===== src/rtl/dmem_arb_pkg.sv =====
// rtl/dmem_arb_pkg.sv - shared types and constants for the data-memory arbiter
package dmem_arb_pkg;
   typedef enum logic [1:0] {
      IDLE   = 2'd0,
      ACCESS = 2'd1,
      DONE   = 2'd2
   } state_t;

   localparam logic REQ_CPU = 1'b0;
   localparam logic REQ_DBG = 1'b1;
endpackage


===== src/rtl/dmem_rr_pick.sv =====
// rtl/dmem_rr_pick.sv - two-input round-robin select with one-hot winner
module dmem_rr_pick
   import dmem_arb_pkg::*;
(
   input  logic [1:0] req,
   input  logic       rr,
   output logic [1:0] win
);

   always_comb begin
      win = 2'b00;
      if (req == 2'b11) begin
         win = (rr == REQ_DBG) ? 2'b10 : 2'b01;
      end else begin
         win = req;
      end
   end

endmodule


===== src/rtl/dmem_arbiter.sv =====
// rtl/dmem_arbiter.sv - round-robin arbiter sharing the data memory between CPU and debug port
module dmem_arbiter
   import dmem_arb_pkg::*;
#(
   parameter int DATA_W = 32,
   parameter int ADDR_W = 32,
   parameter int DEPTH  = 128
) (
   input  logic              clk,
   input  logic              rst_n,
   input  logic              r0_req,
   input  logic              r1_req,
   input  logic              r0_we,
   input  logic              r1_we,
   input  logic [ADDR_W-1:0] r0_addr,
   input  logic [ADDR_W-1:0] r1_addr,
   input  logic [DATA_W-1:0] r0_wdata,
   input  logic [DATA_W-1:0] r1_wdata,
   output logic              r0_gnt,
   output logic              r1_gnt,
   output logic              r0_done,
   output logic              r1_done,
   output logic              r0_err,
   output logic              r1_err,
   output logic [DATA_W-1:0] r0_rdata,
   output logic [DATA_W-1:0] r1_rdata,
   output logic              mem_read,
   output logic              memwrite,
   output logic [ADDR_W-1:0] mem_address,
   output logic [DATA_W-1:0] mem_writedata,
   input  logic [DATA_W-1:0] mem_readdata
);

   localparam logic [ADDR_W-1:0] L_DEPTH = ADDR_W'(DEPTH);

   state_t              r_state;
   state_t              w_next;
   logic                r_rr;
   logic                r_id;
   logic                r_we;
   logic [ADDR_W-1:0]   r_addr;
   logic                r_err;
   logic [DATA_W-1:0]   r_rdata0;
   logic [DATA_W-1:0]   r_rdata1;
   logic                r_mem_read;
   logic                r_memwrite;
   logic [ADDR_W-1:0]   r_mem_address;
   logic [DATA_W-1:0]   r_mem_writedata;

   logic [1:0]          w_win;
   logic [1:0]          w_gnt;
   logic [1:0]          w_done;
   logic [1:0]          w_err;
   logic                w_any;
   logic                w_sel;
   logic                w_we;
   logic [ADDR_W-1:0]   w_addr;
   logic [DATA_W-1:0]   w_wdata;
   logic                w_in_range;
   logic                w_lat_in_range;
   logic [DATA_W-1:0]   w_cap;

   dmem_rr_pick u_pick (
      .req ({r1_req, r0_req}),
      .rr  (r_rr),
      .win (w_win)
   );

   assign w_any          = r0_req | r1_req;
   assign w_sel          = w_win[REQ_DBG];
   assign w_we           = (w_sel == REQ_DBG) ? r1_we    : r0_we;
   assign w_addr         = (w_sel == REQ_DBG) ? r1_addr  : r0_addr;
   assign w_wdata        = (w_sel == REQ_DBG) ? r1_wdata : r0_wdata;
   assign w_in_range     = (w_addr < L_DEPTH);
   assign w_lat_in_range = (r_addr < L_DEPTH);
   assign w_cap          = (w_lat_in_range && !r_we) ? mem_readdata : '0;

   always_ff @(posedge clk or negedge rst_n) begin
      if (!rst_n) begin
         r_state <= IDLE;
      end else begin
         r_state <= w_next;
      end
   end

   always_comb begin
      w_next = r_state;
      w_gnt  = 2'b00;
      w_done = 2'b00;
      w_err  = 2'b00;
      case (r_state)
         IDLE: begin
            if (w_any) begin
               w_gnt  = w_win;
               w_next = ACCESS;
            end
         end
         ACCESS: w_next = DONE;
         DONE: begin
            w_done[r_id] = 1'b1;
            w_err[r_id]  = r_err;
            w_next       = IDLE;
         end
         default: w_next = IDLE;
      endcase
   end

   // Memory enables are registered on the grant edge so they cover exactly the ACCESS cycle.
   always_ff @(posedge clk or negedge rst_n) begin
      if (!rst_n) begin
         r_rr            <= REQ_CPU;
         r_id            <= REQ_CPU;
         r_we            <= 1'b0;
         r_addr          <= '0;
         r_err           <= 1'b0;
         r_rdata0        <= '0;
         r_rdata1        <= '0;
         r_mem_read      <= 1'b0;
         r_memwrite      <= 1'b0;
         r_mem_address   <= '0;
         r_mem_writedata <= '0;
      end else begin
         r_mem_read      <= 1'b0;
         r_memwrite      <= 1'b0;
         r_mem_address   <= '0;
         r_mem_writedata <= '0;
         case (r_state)
            IDLE: begin
               if (w_any) begin
                  r_id   <= w_sel;
                  r_we   <= w_we;
                  r_addr <= w_addr;
                  r_rr   <= ~w_sel;
                  if (w_in_range) begin
                     r_mem_read      <= ~w_we;
                     r_memwrite      <= w_we;
                     r_mem_address   <= w_addr;
                     r_mem_writedata <= w_wdata;
                  end
               end
            end
            ACCESS: begin
               r_err <= ~w_lat_in_range;
               if (r_id == REQ_DBG) begin
                  r_rdata1 <= w_cap;
               end else begin
                  r_rdata0 <= w_cap;
               end
            end
            default: ;
         endcase
      end
   end

   assign r0_gnt        = w_gnt[REQ_CPU];
   assign r1_gnt        = w_gnt[REQ_DBG];
   assign r0_done       = w_done[REQ_CPU];
   assign r1_done       = w_done[REQ_DBG];
   assign r0_err        = w_err[REQ_CPU];
   assign r1_err        = w_err[REQ_DBG];
   assign r0_rdata      = r_rdata0;
   assign r1_rdata      = r_rdata1;
   assign mem_read      = r_mem_read;
   assign memwrite      = r_memwrite;
   assign mem_address   = r_mem_address;
   assign mem_writedata = r_mem_writedata;

endmodule


===== config.mk =====
export PLATFORM = sky130hd
export DESIGN_NAME = dmem_arbiter
export DESIGN_NICKNAME = d
export VERILOG_FILES = /design/src/rtl/dmem_arb_pkg.sv /design/src/rtl/dmem_rr_pick.sv /design/src/rtl/dmem_arbiter.sv
export SDC_FILE = /design/constraint.sdc
export NUM_CORES = 1
export LEC_CHECK = 0
export BUFFER_PORTS_ARGS = -buffer_cell sky130_fd_sc_hd__buf_4
export CELL_PAD_IN_SITES_DETAIL_PLACEMENT = 1
export CELL_PAD_IN_SITES_GLOBAL_PLACEMENT = 1
export CORE_ASPECT_RATIO = 1.1
export CORE_UTILIZATION = 37
export CTS_CLUSTER_DIAMETER = 100
export DETAILED_ROUTE_END_ITERATION = 6
export PLACE_DENSITY_LB_ADDON = 0.15
export SYNTH_ARGS = -nofsm -noshare
export SYNTH_HDL_FRONTEND = slang
export SYNTH_SLANG_ARGS = --single-unit

===== constraint.sdc =====
create_clock -name clk -period 2.8 [get_ports clk]
set_clock_uncertainty 0.1 [all_clocks]
set_input_delay 0.14 -clock clk [delete_from_list [all_inputs] [get_ports clk]]
set_output_delay 0.14 -clock clk [all_outputs]
set_load 0.05 [all_outputs]

Word-level counts from Yosys, hierarchy flattened
Index checks and enable logic that the tools add are counted.

word-level totals
  bits in registers = 168
  logic and storage cells = 59
  bits in read-only memories = 0
  bits in writable memories = 0
  output and inout port bits = 136
  input bits = 166
  bits in latches = 0
  memories = 0

cells by class
  div/mod/pow operators = 0
  $lt $le $gt $ge = 4
  multiply operators = 0
  equality and inequality tests = 4
  add/subtract/negate cells = 0
  reductions and logical operators = 7
  bitwise logic cells = 6
  shift-type cells = 0
  multiplexer cells = 26

operators with widths
  operator                                                                        count
  32-bit two-way mux                                                              9
  32-bit by 8-bit less-than comparator with 1-bit output (second input constant)  2
  2-bit two-way mux                                                               7
  1-bit two-way mux                                                               8
  2-bit AND reduction                                                             3
  2-bit == test (second input constant)                                           2
  1-bit inverter                                                                  4
  2-bit one-hot mux with 2 select lines                                           1
  2-bit AND                                                                       1
  2-bit by 1-bit == test with 1-bit output (second input constant)                1
  1-bit logical AND                                                               2
  2-bit zero test                                                                 1
  1-bit by 2-bit less-than comparator with 1-bit output (second input constant)   1
  2-bit inequality test (second input constant)                                   1
  1-bit demux with 1-bit select                                                   1
  1-bit greater-or-equal comparator (second input constant)                       1
  1-bit zero test                                                                 1
  1-bit OR                                                                        1

Longest topological paths before layout
  depth after elaboration = 7
  depth in mapped cells = 7
  mapped depth without buffers = 4

By module
From an unflattened synthesis, not the netlist that was laid out.

unflattened totals
  cells, all modules = 611
  area, all modules = 6357.3 sq um

by module, submodules not included
  module        instances  cells an instance  area each (sq um)  seq. area each (sq um)
  dmem_arbiter  1          608                6338.6             4028.9
  dmem_rr_pick  1          3                  18.8               0.0

Worst setup path after synthesis
OpenSTA, ideal clock, no wires.

  kind = reg2reg
  from = register r_rr
  to = register r_mem_address[0], in the netlist mem_address[0]
  library setup time = 65 ps
  path buffers = 2
  path slack = 260 ps
  clock period less this slack = 2540 ps
  data required time = 2635 ps
  arrival = 2375 ps
  stages on the path, launching flop included = 6
  path through = dfrtp_1 > a2111oi_2 > and4b_1 > buf_6 > buf_6 > a22o_1

on the way
  word-level cells in the longest chain between the ends = 7

RTL lines
  item                                                    line                 text
  start: declaration                                      dmem_arbiter.sv:38   logic r_rr;
  start signal: assignment                                dmem_arbiter.sv:133  r_rr <= ~w_sel;
  2-bit two-way mux *                                     dmem_rr_pick.sv:13   win = (rr == REQ_DBG) ? 2'b10 : 2'b01;
  2-bit two-way mux *                                     dmem_rr_pick.sv:12   if (req == 2'b11) begin
  32-bit two-way mux *                                    dmem_arbiter.sv:72   assign w_addr = (w_sel == REQ_DBG) ? r1_addr : r0_addr;
  32-bit by 8-bit less-than comparator with 1-bit output  dmem_arbiter.sv:74   assign w_in_range = (w_addr < L_DEPTH);
  32-bit two-way mux *                                    dmem_arbiter.sv:134  if (w_in_range) begin
  32-bit two-way mux *                                    dmem_arbiter.sv:129  if (w_any) begin
  32-bit two-way mux *                                    dmem_arbiter.sv:127  case (r_state)
  end signal: assignment                                  dmem_arbiter.sv:137  r_mem_address <= w_addr;
  end: declaration                                        dmem_arbiter.sv:47   logic [ADDR_W-1:0] r_mem_address;

Every way passes the cells marked *; elsewhere a longest branch is shown, timed or not.
A chain may end at the register's enable or synchronous reset.

Worst setup path after layout
  from = register r_rr
  to = register r_mem_writedata[3], in the netlist mem_writedata[3]

on the way
  word-level cells in the longest chain between the ends = 7
  elaborated cells on any way between the ends = 8
  classes of those cells = 1 x order compare; 7 x mux

RTL lines
  item                                                    line                 text
  2-bit two-way mux *                                     dmem_rr_pick.sv:13
  2-bit two-way mux *                                     dmem_rr_pick.sv:12
  32-bit two-way mux                                      dmem_arbiter.sv:72
  32-bit by 8-bit less-than comparator with 1-bit output  dmem_arbiter.sv:74
  32-bit two-way mux *                                    dmem_arbiter.sv:134
  32-bit two-way mux *                                    dmem_arbiter.sv:129
  32-bit two-way mux *                                    dmem_arbiter.sv:127
  end signal: assignment                                  dmem_arbiter.sv:138  r_mem_writedata <= w_wdata;
  end: declaration                                        dmem_arbiter.sv:48   logic [DATA_W-1:0] r_mem_writedata;

Marks and branches as above.

==> metrics.sh <==
STATUS='finished with violations'
VIOLATIONS='DRC'
P_TOTAL_mW=7.36
ROUTE.DETAILED.VIAS_PER_INST=5.41
CRITPATHTOPFAMILY='buffers and inverters'
NUM-NETS-FINAL=1207
TIMING.FINAL.CRIT_SHARE=0.983
POWER_FRAC_COMB=0.272
ENDPOINT_KIND='flip-flop'
MAPPEDNETLISTAREA_MM2=0.00620
POWER.SWITCHING_FRACTION=0.353
ANTENNA_VIOL_NETS_FINAL=0
SLEW_VIOL_FINAL=0
AVGSYNTHCELLAREA_UM2=10.9
CELLLEAKAGEPOWER_nW=5.48
CP.REQUIRED_PS=3060
POWER_DENSITY_mW_PER_MM2=673
TRITONCTS_NUM_SINKS=161
MAX_INCR_DELAY_ON_CP_PS=630
YOSYS_MOST_USED_DFF='sky130_fd_sc_hd__dfrtp_1'
MIN_HOLD_SLACK_PS=48.9
DRIVE_GT1_FRAC=0.330
CTS_TREE='done'
SYNTH.AREA.TOP_CELLS='sky130_fd_sc_hd__dfrtp_1 65%, sky130_fd_sc_hd__nand2_1 7.9%, sky130_fd_sc_hd__a22o_1 5.5%'
GLOBALROUTE.TOTALOVERFLOW=0
CLK_LATENCY_PS=440
FINAL-HOLD-VIOLATION-COUNT=0
CLKTRANSATPATHREGS_PS=80
POST_SYNTHESIS_CELLS=567
CAP_VIOL_MAX_COUNT=0
DIE_W_UM=125
SYNTH_WARNINGS=0
CRIT_TYPE='reg2reg'
RELSLEWSLACK=0.332
WORST_HOLD_PATH_TYPE='in2reg'
BUFFERS_INSERTED_BY_POST_CTS_TIMING_REPAIR=0
DETAIL_ROUTE.FIRST_PASS.ITERATIONS=7
CORE.ROWCOUNT=49
FLOORPLAN.DIE.HEIGHT_UM=138
TIMING.CRITICAL_PATH.SLOWEST_STAGE_CELL='sky130_fd_sc_hd__a2111oi_2'
CORE_REGION_AREA_MM2=0.0164
PERIOD_MINUS_SLACK_PS=2750
IO_PINS=302
SYNTH_SEQ_AREA_SHARE=0.649
FINALSETUPVIOLCOUNT=0
GRT_FIRST_PASS_WIRELENGTH_UM=43300
TIMING_WORST_SLEW_PIN_VALUE_PS=1000
TIMING.RR.START='r_rr$_DFFE_PN0P_'
P_SW_mW=2.60
GRT_START_MAX_NET_PINS=65
CTS-HTREE-LEVELS=4
CRIT_CHAIN='a2111oi_2, and4b_1, buf_6, a22o_1, dlygate4sd3_1'
GP_CONGESTION=0.782
WORSTPATHARRIVAL_PS=3010
DR_TOTAL_VIAS=6807
POST-SYNTH-TOP-AREA-CELL='sky130_fd_sc_hd__dfrtp_1'
BUFFERS_FROM_CLOCK_ROOT_TO_SINK_AT_MOST=2
WORST_PATH_FANOUT_MAX=39
ROUTED_WL_UM=30800
YS_ASYNC_SR_FRACTION=1.00
INITIAL_UTILIZATION=0.379
CTS-BUFFERS-INSERTED=17
RSZ_0062_RAISED_AFTER_GLOBAL_ROUTING='false'
DESIGN.DIE.AREA_MM2=0.0173
SYNTHDOMINANTCELLAREASHARE=0.649
MAX_FREQ_MHz=363
DRC=14
CELLINTERNALPOWER_mW=4.76
MIN_FROM='r1_addr[10]'
TIMING.SETUP.TNS_PS=0
PEAKVDDDROP_V=0.000451
ROUTED_LENGTH_PER_PLACED_INSTANCE_UM=24.5
POWER.SHARE.CLOCK=0.344
START_KIND='flip-flop'
SYNTH_ENABLE_FLOP_CELLS=0
AREAGROWTHSYNTHTOFINISH_PCT=76.3
GLOBAL_ROUTE_USAGE_SUM=0.342
YOSYS_REGISTER_BITS=161
GRT_PASS1_VIAS=7621
CRITICAL_PATH_BUF_INV_COUNT=2
SYNTH.DISTINCT_CELLS=31
ANTENNA_VIOLATIONS_BEFORE_REPAIR=1
BUFFER_PORTS.INSERTED=301
TIMING.CRITICAL_PATH.FROM='r_rr$_DFFE_PN0P_'
LIBRARY_CELL_USED_AS_CLOCK_ROOT_BUFFER='sky130_fd_sc_hd__clkbuf_16'
DETAILEDPLACEMENTHPWL_UM=15300
SEQUENTIALPOWERSHARE=0.383
DRT-INITIAL-DRC-COUNT=442
power by group through the flow:
stage | Clock (mW) | Combinational (mW) | Sequential [mW]
detailed placement | 0 | 1.63 | 2.80
global route | 2.62 | 2.12 | 2.84
CTS | 2.46 | 1.81 | 2.76
floorplan | 0 | 0.850 | 2.91
finish | 2.53 | 2.00 | 2.82
global placement | 0 | 1.56 | 2.77
cells in the mapped netlist, drive strengths merged, types with 2 or more instances:
library cell	instances
dfrtp	161
nand2	131
o21ai	65
a22o	39
nor2	37
a21oi	28
mux2i	26
clkbuf	20
buf	19
nor4	12
and2	4
or4	4
nand4	3
and4	2
inv	2
nor2b	2
nor3	2
layer usage:
layer	share of wire	GRT usage
met5	0	0
met4	0.066	0.231
met1	0.35	0.345
met3	0.056	0.0773
met2	0.53	0.634
worst register-to-register path, cell delays in order, from the launching register on:
cell and delay [ps]:
sky130_fd_sc_hd__dfrtp_1 460, sky130_fd_sc_hd__a2111oi_2 630, sky130_fd_sc_hd__and4b_1 340, sky130_fd_sc_hd__buf_6 320
sky130_fd_sc_hd__a22o_1 200, sky130_fd_sc_hd__dlygate4sd3_1 630
placed cells by master (no fill, tap or decap), types with 2 or more instances in the layout:
| cell type | count |
|---|---|
| sky130_fd_sc_hd__clkbuf_16 | 17 |
| sky130_fd_sc_hd__bufinv_16 | 3 |
| sky130_fd_sc_hd__clkinvlp_4 | 4 |
| sky130_fd_sc_hd__buf_4 | 309 |
| sky130_fd_sc_hd__clkbuf_8 | 3 |
| sky130_fd_sc_hd__and2_1 | 4 |
| sky130_fd_sc_hd__conb_1 | 25 |
| sky130_fd_sc_hd__nor3_1 | 2 |
| sky130_fd_sc_hd__o21ai_0 | 64 |
| sky130_fd_sc_hd__mux2i_1 | 26 |
| sky130_fd_sc_hd__nand2_1 | 131 |
| sky130_fd_sc_hd__dlygate4sd3_1 | 157 |
| sky130_fd_sc_hd__nor2b_1 | 2 |
| sky130_fd_sc_hd__dfrtp_1 | 161 |
| sky130_fd_sc_hd__or4_1 | 4 |
| sky130_fd_sc_hd__nor4_1 | 11 |
| sky130_fd_sc_hd__nand4_1 | 3 |
| sky130_fd_sc_hd__buf_6 | 3 |
| sky130_fd_sc_hd__a21oi_1 | 28 |
| sky130_fd_sc_hd__inv_1 | 2 |
| sky130_fd_sc_hd__clkinv_4 | 4 |
| sky130_fd_sc_hd__and4_1 | 2 |
| sky130_fd_sc_hd__nor2_1 | 37 |
| sky130_fd_sc_hd__a22o_1 | 39 |
stage by stage:
step	worst slack, ps	instance area, um^2	utilization	cells
detailed placement	339	8720	0.533	1069
CTS	74.2	10900	0.667	1257
global route	12.7	10900	0.668	1259
global placement	592	8720	0.533	1069
floorplan	260	6290	-	591
finish	46.3	10900	0.668	1259
final cells by class:
type	count	area, um^2
multi-input combinational	389	2070
tap	204	255
clock buffer	21	470
fill	1707	5430
inverter	2	7.51
antenna	1	2.50
sequential	161	4030
timing repair buffer	470	3950
clock inverter	11	155
registers in the layout, summed over array words and instances (netlist names):
name           cells
r_addr            25
mem_writedata     32
r_err              1
r0_rdata          32
memwrite           1
r_we               1
r_id               1
r_state            2
r1_rdata          32
mem_read           1
r_rr               1
mem_address       32
path summary, 6_finish.rpt:
check	endpoint	slack [ps]	cells past startpoint
setup / recovery	mem_writedata[3]$_DFF_PN0_	50	5
hold / removal	r_addr[10]$_DFFE_PN0P_	50	3
setup reg to reg	mem_writedata[3]$_DFF_PN0_	50	5
hold reg to reg	r1_rdata[9]$_DFFE_PN0P_	380	2
max in group asynchronous	mem_writedata[25]$_DFF_PN0_	1660	3
min in group asynchronous	mem_address[14]$_DFF_PN0_	170	2
timing repair:
action                     CTS  global route
hold endpoints to repair   183             1
resized for setup            0             3
hold buffers               156             1
setup endpoints to repair    0            39
cells by family (layout without fill, tap and decap cells):
group / count (synthesis) / in the layout / share of synthesized area
simple gates: 201 / 201 / 0.137
mux: 26 / 26 / 0.0419
other cells: 1 / 26 / 0.000604
flops: 161 / 161 / 0.649
compound gates: 137 / 137 / 0.138
buf+inv: 41 / 504 / 0.0331
(Power assumes the default switching activity.)
